[src/rtl/mul_pkg.sv]
// mul_pkg
// Shared definitions for the multiplier issue stage, the Booth multiplier
// and the writeback stage: FSM state encoding, default watchdog timeout,
// tag / operand / result widths and a zero-operand helper.
package mul_pkg;

  typedef enum logic [1:0] {
    IDLE  = 2'd0,
    ISSUE = 2'd1,
    WAIT  = 2'd2,
    HOLD  = 2'd3
  } mul_issue_state_t;

  localparam int unsigned MUL_TIMEOUT_DEFAULT = 40;
  localparam int unsigned MUL_TAG_W           = 5;
  localparam int unsigned MUL_OP_W            = 16;
  localparam int unsigned MUL_RES_W           = 32;
  localparam int unsigned MUL_WDOG_W          = 8;

  // A product with a zero operand is known without running the multiplier.
  function automatic logic is_zero_op(input logic [MUL_OP_W-1:0] a,
                                      input logic [MUL_OP_W-1:0] b);
    return (a == '0) || (b == '0);
  endfunction

endpackage

[src/rtl/mul_watchdog.sv]
// mul_watchdog
// Down-counter guarding the multiplier wait. Loaded with the timeout when
// the multiplier is started, decremented on every wait cycle without a
// completion, and flags expiry in the cycle the count would reach zero.
//
// Ports:
//   clk       in   clock
//   rst       in   asynchronous active-low reset (count cleared to 0)
//   load      in   load load_val into the counter (has priority)
//   load_val  in   W  reload value
//   dec_en    in   decrement by one this cycle
//   expired   out  this decrement takes the count from 1 to 0
module mul_watchdog
  import mul_pkg::*;
#(
  parameter int unsigned W = MUL_WDOG_W
) (
  input  logic         clk,
  input  logic         rst,
  input  logic         load,
  input  logic [W-1:0] load_val,
  input  logic         dec_en,
  output logic         expired
);

  logic [W-1:0] count_q;
  logic [W-1:0] count_d;

  always_comb begin
    count_d = count_q;
    if (load) begin
      count_d = load_val;
    end else if (dec_en && (count_q != '0)) begin
      count_d = count_q - W'(1);
    end
  end

  // Terminal-count compare on the decrementing cycle, so the owner can
  // leave its wait state on the same edge the count hits zero.
  assign expired = dec_en && !load && (count_q == W'(1));

  always_ff @(posedge clk or negedge rst) begin
    if (!rst) begin
      count_q <= '0;
    end else begin
      count_q <= count_d;
    end
  end

endmodule

[src/rtl/mul_issue.sv]
// mul_issue
// Issue/sequencing stage in front of the 16x16 signed Booth multiplier.
// Accepts one request at a time, pulses mul_start, waits for mul_done
// (guarded by a watchdog), then holds the 32-bit product for writeback.
//
// Optional feature macro: MUL_FASTPATH_EN
//   defined   - a request with a zero operand skips the multiplier and is
//               answered from HOLD one cycle after acceptance (result 0).
//   undefined - every request goes through ISSUE and WAIT.
//
// Ports:
//   clk, rst                  clock, asynchronous active-low reset
//   req_valid/req_ready       request handshake (ready only in IDLE)
//   req_a, req_b, req_tag     signed operands and destination tag
//   mul_start                 one-cycle multiplier launch (ISSUE)
//   mul_a, mul_b              operands held for the multiplier
//   mul_result, mul_done      multiplier product and completion strobe
//   rsp_valid/rsp_ready       response handshake (valid only in HOLD)
//   rsp_result, rsp_tag       registered product and tag
//   rsp_err                   watchdog expired, result forced to 0
//   busy                      not in IDLE
//
// State table
//   state | meaning
//   IDLE  | ready for a request; operands and tag latched on accept
//   ISSUE | mul_start high; watchdog loaded
//   WAIT  | waiting for mul_done; watchdog counting down
//   HOLD  | response presented until rsp_ready
module mul_issue
  import mul_pkg::*;
#(
  parameter int unsigned TIMEOUT = MUL_TIMEOUT_DEFAULT,
  parameter int unsigned TAG_W   = MUL_TAG_W
) (
  input  logic                 clk,
  input  logic                 rst,
  input  logic                 req_valid,
  output logic                 req_ready,
  input  logic [MUL_OP_W-1:0]  req_a,
  input  logic [MUL_OP_W-1:0]  req_b,
  input  logic [TAG_W-1:0]     req_tag,
  output logic                 mul_start,
  output logic [MUL_OP_W-1:0]  mul_a,
  output logic [MUL_OP_W-1:0]  mul_b,
  input  logic [MUL_RES_W-1:0] mul_result,
  input  logic                 mul_done,
  output logic                 rsp_valid,
  input  logic                 rsp_ready,
  output logic [MUL_RES_W-1:0] rsp_result,
  output logic [TAG_W-1:0]     rsp_tag,
  output logic                 rsp_err,
  output logic                 busy
);

  localparam logic [MUL_WDOG_W-1:0] WDOG_LOAD = MUL_WDOG_W'(TIMEOUT);

  mul_issue_state_t state_q, state_d;

  logic [MUL_OP_W-1:0]  mul_a_q, mul_a_d;
  logic [MUL_OP_W-1:0]  mul_b_q, mul_b_d;
  logic [MUL_RES_W-1:0] rsp_result_q, rsp_result_d;
  logic [TAG_W-1:0]     rsp_tag_q, rsp_tag_d;
  logic                 rsp_err_q, rsp_err_d;
  logic                 rsp_valid_q, rsp_valid_d;

  logic req_fire;
  logic fast_hit;
  logic wd_load;
  logic wd_dec;
  logic wd_expired;

`ifdef MUL_FASTPATH_EN
  assign fast_hit = is_zero_op(req_a, req_b);
`else
  assign fast_hit = 1'b0;
`endif

  assign req_fire = req_valid && (state_q == IDLE);

  // A completion in the same cycle as expiry must win, so the counter
  // only runs on WAIT cycles without mul_done.
  assign wd_load = (state_q == ISSUE);
  assign wd_dec  = (state_q == WAIT) && !mul_done;

  mul_watchdog #(
    .W (MUL_WDOG_W)
  ) u_wdog (
    .clk      (clk),
    .rst      (rst),
    .load     (wd_load),
    .load_val (WDOG_LOAD),
    .dec_en   (wd_dec),
    .expired  (wd_expired)
  );

  // State register
  always_ff @(posedge clk or negedge rst) begin
    if (!rst) begin
      state_q <= IDLE;
    end else begin
      state_q <= state_d;
    end
  end

  // Next-state logic
  always_comb begin
    state_d = state_q;
    unique case (state_q)
      IDLE: begin
        if (req_fire) begin
          state_d = fast_hit ? HOLD : ISSUE;
        end
      end
      ISSUE: begin
        state_d = WAIT;
      end
      WAIT: begin
        if (mul_done || wd_expired) begin
          state_d = HOLD;
        end
      end
      HOLD: begin
        if (rsp_ready) begin
          state_d = IDLE;
        end
      end
      default: begin
        state_d = IDLE;
      end
    endcase
  end

  // Output and datapath logic
  always_comb begin
    mul_a_d      = mul_a_q;
    mul_b_d      = mul_b_q;
    rsp_result_d = rsp_result_q;
    rsp_tag_d    = rsp_tag_q;
    rsp_err_d    = rsp_err_q;

    unique case (state_q)
      IDLE: begin
        if (req_fire) begin
          mul_a_d   = req_a;
          mul_b_d   = req_b;
          rsp_tag_d = req_tag;
          if (fast_hit) begin
            rsp_result_d = '0;
            rsp_err_d    = 1'b0;
          end
        end
      end
      WAIT: begin
        if (mul_done) begin
          rsp_result_d = mul_result;
          rsp_err_d    = 1'b0;
        end else if (wd_expired) begin
          rsp_result_d = '0;
          rsp_err_d    = 1'b1;
        end
      end
      default: begin
      end
    endcase

    // Registered so rsp_valid rises on the same edge as the HOLD entry.
    rsp_valid_d = (state_d == HOLD);

    req_ready = (state_q == IDLE);
    busy      = (state_q != IDLE);
    mul_start = (state_q == ISSUE);
  end

  // Datapath registers
  always_ff @(posedge clk or negedge rst) begin
    if (!rst) begin
      mul_a_q      <= '0;
      mul_b_q      <= '0;
      rsp_result_q <= '0;
      rsp_tag_q    <= '0;
      rsp_err_q    <= 1'b0;
      rsp_valid_q  <= 1'b0;
    end else begin
      mul_a_q      <= mul_a_d;
      mul_b_q      <= mul_b_d;
      rsp_result_q <= rsp_result_d;
      rsp_tag_q    <= rsp_tag_d;
      rsp_err_q    <= rsp_err_d;
      rsp_valid_q  <= rsp_valid_d;
    end
  end

  assign mul_a      = mul_a_q;
  assign mul_b      = mul_b_q;
  assign rsp_valid  = rsp_valid_q;
  assign rsp_result = rsp_result_q;
  assign rsp_tag    = rsp_tag_q;
  assign rsp_err    = rsp_err_q;

endmodule

[config.mk]
export PLATFORM = sky130hd
export DESIGN_NAME = mul_issue
export DESIGN_NICKNAME = d
export VERILOG_FILES = /design/src/rtl/mul_pkg.sv /design/src/rtl/mul_watchdog.sv /design/src/rtl/mul_issue.sv
export SDC_FILE = /design/constraint.sdc
export NUM_CORES = 1
export LEC_CHECK = 0
export ABC_AREA = 1
export BUFFER_PORTS_ARGS = -buffer_cell sky130_fd_sc_hd__buf_2
export CAP_MARGIN = 20
export CORE_MARGIN = 3
export CORE_UTILIZATION = 33
export CTS_CLUSTER_DIAMETER = 50
export DETAILED_ROUTE_END_ITERATION = 10
export GPL_ROUTABILITY_DRIVEN = 1
export PLACE_DENSITY = 0.58
export SYNTH_ARGS = -nofsm -noshare
export SYNTH_HDL_FRONTEND = slang
export SYNTH_SLANG_ARGS = --single-unit
export TNS_END_PERCENT = 30
[constraint.sdc]
create_clock -name clk -period 1.6 [get_ports clk]
set_input_delay 0.08 -clock clk [delete_from_list [all_inputs] [get_ports clk]]
set_output_delay 0.08 -clock clk [all_outputs]
set_load 0.02 [all_outputs]
==> metrics.md <==
| Metric | Value |
|---|---|
| Worst reg-to-reg path cell count | `8` |
| Post-DP HPWL | `5979 µm` |
| Worst Hold Depth | `3` |
| Post-DRT Antenna Nets | `0` |
| Hold Fails Final Rpt | `0` |
| Area taken by multi-input logic gates | `1280 µm²` |
| FF-to-FF Start | `state_q[0]$_DFF_PN0_` |
| Syn nets | `387` |
| Startpoint types | `register` |
| Least-Margin Pin Slew | `502.3 ps` |
| Status | `finished, final reports clean` |
| Worst Path Class, Setup | `register to register` |
| Die W | `108.1 µm` |
| Hold_ws | `70.86 ps` |
| DRT Wirelength | `9697 µm` |
| Largest net degree at the start of global routing | `39` |
| VDD IR max | `1225 µV` |
| Synth Instances | `310` |
| Clk Latency, worst-skew pair | `360 ps` |
| Most frequent cells in the layout | `buf_2, nand2_1, dfrtp_1, dlygate4sd3_1, nand3_1` |
| Worst Path Required | `1840 ps` |
| Synth warn | `0` |
| Worst hold start | `rsp_ready` |
| Reg clk slew, reported paths | `90 ps` |
| Pre-CTS WS | `-119.7 ps` |
| CTS Buffer Depth | `2` |
| Power, Total | `10.02 mW` |
| Die ar. | `11,680 µm²` |
| First-pass GRT wire length | `15,590 µm` |
| Slew Viols, Final | `0` |
| Leakage power | `2.806 nW` |
| DRC viols | `0` |
| Reg area | `2027 µm²` |
| Starting density of the core | `0.3454` |
| Row cnt | `36` |
| Worst Clk Skew | `19.45 ps` |
| Gpl congestion | `0.7604` |
| Final setup violation count | `0` |
| Area grow syn2layout | `53.53%` |
| Post-Syn Area | `3438 µm²` |
| Critical Path AT | `1670 ps` |
| Cell family with most CP delay | `flip-flops` |
| GRT overflow | `0` |
| Port-buffer cells | `147` |
| CP max FO | `5` |
| Via Count | `3,032` |
| Most common cell after layout, fill and taps aside | `buf_2` |
| HP Class | `input port to register` |
| Post-DR wirelength/cell | `14.37 µm` |
| Initial antenna violation count | `0` |
| Global Route Usage Sum | `0.1709` |
| CTS tree | `built` |
| Hold EP | `rsp_valid$_DFF_PN0_` |
| Mean Syn Cell Area | `11.09 µm²` |
| Fillers | `873` |
| TritonCTS Buffers | `9` |
| Pwr per Cell Area | `1898 nW/µm²` |
| Number of max-cap violations | `0` |
| Vias in the first global route | `3,209` |
| Root Buffer | `clkbuf_8` |
| Nature of the critical path endpoint | `register` |
| Antenna cell count | `0` |
| Count of different cell masters after synthesis | `22` |
| Io pins | `148` |
| H-Tree Depth | `3` |
| Drt pass-1 iters | `4` |
| Worst r2r dst | `u_wdog.count_q[7]$_DFFE_PN0P_` |
| Core area | `9955 µm²` |
| #FFs+latches synth | `81` |
| RSZ-0062 raised after global routing | `false` |
| Final Net Count | `614` |
| Clock net sink count | `81` |
| Max incr delay on CP | `450 ps` |
| Post-route minimum period | `1424 ps` |
| Vias per Instance | `4.492` |
| R2R setup slack | `180 ps` |
| Die Height | `108.1 µm` |
| Slew HR | `0.6639` |
| Initial DRC Count | `235` |
| Fmax | `0.7024 GHz` |
| Highest-delay cell along the critical path | `dfrtp_1` |
| CP bufs+invs | `3` |
| Crit share post-route | `0.8898` |
| Share of cells above drive strength 1 | `0.4151` |
| Fin util | `0.5303` |
| Setup ws final | `176.3 ps` |
| Register area share after synthesis | `0.5895` |
| Critical path cell sequence | `inv_1, nand2_2, nor2_1, inv_2, o21ai_2, inv_2, nand2_1, nand2_1` |
## sequential cells by signal, summed over array words and instances (netlist names)
| name | cells |
|---|---|
| rsp_err | 1 |
| rsp_result | 32 |
| rsp_tag | 5 |
| rsp_valid | 1 |
| u_wdog.count_q | 8 |
| mul_b | 16 |
| mul_a | 16 |
| state_q | 2 |
## stage by stage
step                std cells  TNS [ps]  area, µm²
floorplan                 310         0       3438
global placement          586    -640.4       4355
detailed placement        586     -1701       4355
CTS                       673         0       5259
global route              675         0       5279
finish                    675         0       5279
## synthesized netlist by cell type
library cell | instances | area, µm²
nand2_1 | 93 | 349.1
dfrtp_1 | 81 | 2027
nand3_1 | 39 | 195.2
mux2_4 | 19 | 285.3
mux2_2 | 18 | 202.7
inv_1 | 11 | 41.29
nor2_1 | 9 | 33.78
buf_6 | 6 | 67.56
clkbuf_1 | 6 | 22.52
nand4_1 | 4 | 25.02
ha_1 | 3 | 37.54
inv_2 | 3 | 11.26
nor2_4 | 3 | 33.78
o21ai_0 | 3 | 15.01
buf_2 | 2 | 10.01
nand2_2 | 2 | 12.51
nand3b_1 | 2 | 15.01
nor2_2 | 2 | 12.51
a21o_1 | 1 | 7.510
o21ai_2 | 1 | 8.760
o21ai_4 | 1 | 16.27
xor2_1 | 1 | 8.760
## tightest hold or removal path, stage by stage
cell and delay (ps):
buf_2 70, nand3b_1 150, nand2_1 70
## logic make-up (layout without fill, tap and decap cells)
logic type               count (synthesis)  in the layout  share of synthesized area
AND/OR/NAND/NOR                        154            154                     0.1969
flip-flops                              81             81                     0.5895
multiplexers                            37             37                     0.1419
buffers and inverters                   28            259                    0.04439
AO/OA/AOI/OAI                            6              7                    0.01383
adder cells (fa/ha/maj)                  3              3                    0.01092
XOR/XNOR                                 1              1                   0.002548
## cell type report
| type | count | share of cell area |
|---|---|---|
| tap | 133 | 0.03152 |
| clock buffer | 10 | 0.02607 |
| timing repair buffer | 229 | 0.2968 |
| clock inverter | 6 | 0.009244 |
| inverter | 14 | 0.009955 |
| multi-input combinational | 202 | 0.2425 |
| sequential | 81 | 0.3840 |
## power by group
group	switching [mW]	leakage (nW)	internal [mW]
Combinational	2.95	1.73	2.05
Sequential	0.556	0.989	3.03
Clock	0.805	0.0912	0.626
Total	4.31	2.81	5.71
## how the worst max path moves through the flow
stage	endpoint	from	cells after the start
after CTS	state_q[0]$_DFF_PN0_	u_wdog.count_q[0]$_DFFE_PN0P_	5
after floorplan	u_wdog.count_q[7]$_DFFE_PN0P_	state_q[0]$_DFF_PN0_	7
final	u_wdog.count_q[7]$_DFFE_PN0P_	state_q[0]$_DFF_PN0_	8
after global placement	state_q[0]$_DFF_PN0_	u_wdog.count_q[0]$_DFFE_PN0P_	5
after detailed placement	state_q[0]$_DFF_PN0_	u_wdog.count_q[0]$_DFFE_PN0P_	5
after global routing	u_wdog.count_q[7]$_DFFE_PN0P_	state_q[0]$_DFF_PN0_	8
## timing repair
| action | 4_1_cts | 5_1_grt |
|---|---|---|
| pin swaps | 1 | 1 |
| cloned | 1 | 0 |
| endpoints found under the hold margin | 97 | 0 |
| setup buffers | 0 | 2 |
| hold buffers | 70 | 0 |
| setup endpoints to repair | 35 | 28 |
| resized for setup | 1 | 1 |
## layer usage
layer,vias up,part of all wire,wire (µm),global-route usage
met4,0,0.024,233,0.07574
li1,1466,-,-,-
met5,-,0,0,0
met1,1456,0.41,3951,0.2067
met3,17,0.055,530,0.03582
met2,93,0.51,4983,0.2935
Note: power is estimated with default switching activity, not from simulation.
